## src/rtl/song_sequencer.sv

```systemverilog
// Song note sequencer: walks the note ROM one entry per beat, absorbs the ROM's
// registered read latency and hands each note to the scroll logic with a valid strobe.
module song_sequencer #(
   parameter int SONG_LEN = 94,
   parameter int ADDR_W   = 7,
   parameter int NOTE_W   = 5,
   parameter int BEAT_DIV = 12_500_000
) (
   input  logic              clk,
   input  logic              rst_n,
   input  logic              start,
   input  logic              pause,
   input  logic              abort,
   output logic [ADDR_W-1:0] rom_addr,
   input  logic [NOTE_W-1:0] rom_data,
   output logic [NOTE_W-1:0] note,
   output logic              note_valid,
   output logic              beat_tick,
   output logic              playing,
   output logic              done
);

   localparam int CNT_W = $clog2(BEAT_DIV);
   // FETCH and LATCH eat two cycles of the beat, so HOLD ends at BEAT_DIV-3.
   localparam logic [CNT_W-1:0]  TICK_AT = CNT_W'(BEAT_DIV - 3);
   localparam logic [ADDR_W-1:0] LAST    = ADDR_W'(SONG_LEN - 1);

   typedef enum logic [2:0] {IDLE, FETCH, LATCH, HOLD, DONE} state_t;

   state_t           state;
   logic [CNT_W-1:0] beat_cnt;

   always_ff @(posedge clk or negedge rst_n) begin
      if (!rst_n) begin
         state      <= IDLE;
         rom_addr   <= '0;
         note       <= '0;
         note_valid <= 1'b0;
         beat_tick  <= 1'b0;
         playing    <= 1'b0;
         done       <= 1'b0;
         beat_cnt   <= '0;
      end else begin
         note_valid <= 1'b0;
         beat_tick  <= 1'b0;
         if (abort) begin
            state    <= IDLE;
            rom_addr <= '0;
            note     <= '0;
            beat_cnt <= '0;
            playing  <= 1'b0;
            done     <= 1'b0;
         end else begin
            case (state)
               IDLE: if (start) begin
                  state    <= FETCH;
                  rom_addr <= '0;
                  playing  <= 1'b1;
               end
               FETCH: state <= LATCH;
               LATCH: begin
                  note       <= rom_data;
                  note_valid <= 1'b1;
                  beat_cnt   <= '0;
                  state      <= HOLD;
               end
               HOLD: if (!pause) begin
                  if (beat_cnt == TICK_AT) begin
                     beat_tick <= 1'b1;
                     if (rom_addr == LAST) begin
                        state   <= DONE;
                        playing <= 1'b0;
                     end else begin
                        rom_addr <= rom_addr + ADDR_W'(1);
                        state    <= FETCH;
                     end
                  end else begin
                     beat_cnt <= beat_cnt + CNT_W'(1);
                  end
               end
               DONE: if (start) begin
                  state    <= FETCH;
                  rom_addr <= '0;
                  playing  <= 1'b1;
                  done     <= 1'b0;
               end else begin
                  note <= '0;
                  done <= 1'b1;
               end
               default: state <= IDLE;
            endcase
         end
      end
   end

endmodule

```

## config.mk

```make
export PLATFORM = sky130hd
export DESIGN_NAME = song_sequencer
export DESIGN_NICKNAME = d
export VERILOG_FILES = /design/src/rtl/song_sequencer.sv
export SDC_FILE = /design/constraint.sdc
export NUM_CORES = 1
export LEC_CHECK = 0
export CORE_MARGIN = 2
export CORE_UTILIZATION = 50
export DETAILED_ROUTE_END_ITERATION = 16
export PLACE_DENSITY = 0.71
export REMOVE_ABC_BUFFERS = 1
export SYNTH_ARGS = -nofsm -noshare
export SYNTH_HDL_FRONTEND = slang
export SYNTH_SLANG_ARGS = --single-unit
```

## constraint.sdc

```tcl
create_clock -name clk -period 2.31 [get_ports clk]
set_input_delay 0.231 -clock clk [delete_from_list [all_inputs] [get_ports clk]]
set_output_delay 0.231 -clock clk [all_outputs]
set_load 0.1 [all_outputs]
```

==> metrics.md, run 1 <==
| Metric | Value |
|---|---|
| Fmax | 455.7 MHz |
| DP Area | 2751 um2 |
| Top-count cell post-synth | dfrtp_1 |
| Slowest CP cell | or4_4 |
| Post-synthesis xor/xnor area fraction | 0.02899 |
| Most frequent CP cell | or4_4 |
| Pwr Density | 542.4 nW/um2 |
| Antenna violations before repair | 0 |
| Hold WC Path Type | in2async |
| #FFs+latches synth | 43 |
| Post-route cell area | 2846 um2 |
| CP Launch Type | flip-flop |
| Global route overflow | 0 |
| Post-CTS Hold Fix Bufs | 1 |
| Worst slack, placed | 0.1385 ns |
| CTS buffer count | 5 |
| Pin count of the biggest net entering global routing | 26 |
| Post-Syn Area | 2417 um2 |
| Worst vdd ir | 0.2734 mV |
| CP top delay family | simple AND/OR/NAND/NOR gates |
| First-pass GRT wire length | 9.832 mm |
| Horiz. Die Dim | 73.53 um |
| Antenna cell count | 0 |
| Adder-cell share of the synthesized area | 0.02070 |
| Worst-Skew Late Latency | 0.30 ns |
| Synth unique cells | 48 |
| Post-layout min period | 2.194 ns |
| Pleak | 1.189 nW |
| Post-CTS resize count | 0 |
| CTS tree | yes |
| CP Cell Sequence | nor4b_4 > nand4_2 > or4_4 > or4_4 > o211ai_2 |
| Worst Setup Slack, final | 0.1156 ns |
| Slowest stage delay, CP | 0.59 ns |
| Post-synthesis mux area share | 0.01294 |
| Final Power | 1.544 mW |
| Total buffers and inverters traversed by the critical path | 0 |
| Post-CTS Setup Bufs | 0 |
| Final WL | 5.653 mm |
| Clock transition at path regs | 0.08 ns |
| Routed vias/inst | 5.989 |
| Total GRT Usage | 0.2342 |
| DP HPWL | 4.056 mm |
| Kind of critical path | reg2reg |
| CP Data Required Time | 2.53 ns |
| Unrepaired setup endpoints after global routing | no |
| R2r startpoint | beat_cnt[6]$_DFFE_PN0P_ |
| Clock Tree Buf Depth | 2 |
| Status | finished, final reports clean |
| Die Span Y | 73.53 um |
| Io pins | 26 |
| Routed Antenna Nets | 0 |
| Flop2flop setup slack | 0.12 ns |
| Die ar. | 5407 um2 |
| Sequential-to-total area share from yosys stat | 0.4451 |
| Vias | 2,162 |
| CP Data Arrival Time | 2.42 ns |
| Largest family of logic cells by synthesized area | simple AND/OR/NAND/NOR gates |
| Simple-Gate Fraction of Synth Area | 0.2950 |
| CTS H-tree depth | 2 |
| Max-slew violation count | 0 |
| Residual DRC | 0 |
| Setup crit end kind | flip-flop |
| Worst slew pin tran | 0.5298 ns |
| Yosys Warn Count | 0 |
| Number of synthesized flops with an enable pin | 0 |
| Synth Flop Type | dfrtp_1 |
| Layout cells sized above 1 | 0.1661 |
| Starting DRT DRC Count | 174 |
| Vias in the first global route | 2,030 |
| Compound-Gate Fraction of Synth Area | 0.1589 |
| Routability Congestion | 0.8128 |
| Root Driver | clkbuf_8 |
| Initial Util | 0.5152 |
| Reg2Reg Capture Point | rom_addr[5]$_DFFE_PN0P_ |
| Max Cap Viol | 0 |
| Top post-synthesis cells by count | 43 x dfrtp_1, 32 x nand2_1, 23 x o21ai_0 |
| Setup TNS | 0 ns |
| Syn avg cell area | 9.020 um2 |
| Synth top area cells | dfrtp_1 45%, nand2_1 5.0%, o21ai_0 4.8%, nand3_1 3.5%, nor2_1 3.3% |
| Tcrit/Tclk final | 0.9499 |
| Cell taking the most area after synthesis | dfrtp_1 |
| Core Region | 4692 um2 |
| Final setup vio count | 0 |
| Clock sinks | 43 |
| DR pass1 iterations | 4 |
| Final Hold Fails | 0 |
| Critical path fanouts, max | 7 |
| Gate Count Post-Synth | 268 |
| DR WL/cell | 15.66 um |
| Reg2Reg Depth | 5 |
| Filler cells | 427 |
| Worst rel slew slack | 0.6455 |
| Nets | 320 |
| Area Growth Syn to Fin | 17.75% |
| I/O Buffers | 25 |
| Asr flop ratio synth | 1.000 |
| Skew final | 0.002447 ns |
| Rows | 25 |
| Yosys top cell area share | 0.4451 |
## state kept, by name, summed over array words and instances, names as in the netlist
register    flops
note            5
beat_tick       1
state           3
playing         1
rom_addr        7
note_valid      1
beat_cnt       24
done            1
## how the worst max path moves through the flow
stage                                        from                      end  slack [ns]  depth (start not counted)
after floorplan           beat_cnt[1]$_DFFE_PN0P_  rom_addr[1]$_DFFE_PN0P_        0.13                          7
after global placement    beat_cnt[6]$_DFFE_PN0P_  rom_addr[5]$_DFFE_PN0P_        0.19                          5
after detailed placement  beat_cnt[6]$_DFFE_PN0P_  rom_addr[5]$_DFFE_PN0P_        0.14                          5
after CTS                 beat_cnt[6]$_DFFE_PN0P_  rom_addr[5]$_DFFE_PN0P_        0.11                          5
after global routing      beat_cnt[6]$_DFFE_PN0P_  rom_addr[5]$_DFFE_PN0P_        0.04                          5
final                     beat_cnt[6]$_DFFE_PN0P_  rom_addr[5]$_DFFE_PN0P_        0.12                          5
## through the flow
| step | instances | utilization | hold WS [ns] |
|---|---|---|---|
| finish | 361 | 0.6067 | 0.3886 |
| detailed placement | 352 | 0.5864 | 0.1876 |
| global route | 361 | 0.6067 | 0.4399 |
| global placement | 352 | 0.5864 | 0.1891 |
| floorplan | 259 | - | -0.06459 |
| CTS | 361 | 0.6067 | 0.4061 |
## logic make-up after synthesis
family,Yosys count
XOR/XNOR,8
adder cells (fa/ha/maj),4
multiplexers,3
AO/OA/AOI/OAI,59
buffers and inverters,22
AND/OR/NAND/NOR,129
flip-flops,43
## layout by cell type (no fill, tap or decap), types with 8 or more instances in the layout
master            n
nor4_1            9
nor2_1           21
nand3_1          17
clkdlybuf4s50_1   8
inv_1            13
nand4_1           9
o21ai_0          23
buf_4            30
dfrtp_1          43
nor3_1            9
a21oi_1           9
nand2_1          32
## worst reg2reg max path, delay by kind of cell, from the launching register on
kind,cells,cell delay [ns]
and+or+nand+nor,4,1.59
DFF,1,0.47
AOI/OAI and AO/OA,1,0.07
## report_power, final
group          switching [mW]  internal (mW)  leakage [nW]
logic                   0.208         0.0761         0.554
clock network           0.261          0.211        0.0412
registers              0.0179          0.770         0.593
total                   0.487           1.06          1.19
## layout make-up
cell class | count | area (um2) | area share
multi-input cells | 203 | 1249 | 0.4387
flip-flops and latches | 43 | 1076 | 0.3780
repair buffers | 40 | 320.3 | 0.1125
clock buffers | 6 | 72.57 | 0.02549
well taps | 54 | 67.56 | 0.02374
inverters | 13 | 48.80 | 0.01714
clock inverters | 2 | 12.51 | 0.004396
## per-layer routing
metal,vias up,part of all wire,track usage,wire length (um)
li1,1063,-,-,-
met1,1033,0.47,0.3467,2634
met2,60,0.46,0.3492,2600
met3,6,0.062,0.04252,349
met4,0,0.012,0.06869,68
met5,-,0,0,0
Note: power is estimated with default switching activity, not from simulation.
==> run 2, diff against run 1 <==
--- a/config.mk
+++ b/config.mk
@@ -13,3 +13,4 @@
 export SYNTH_ARGS = -nofsm -noshare
 export SYNTH_HDL_FRONTEND = slang
 export SYNTH_SLANG_ARGS = --single-unit
+export TNS_END_PERCENT = 30
==> results of run 2 <==
Same layout as run 1: the final DEF is identical, and so are final timing and power.
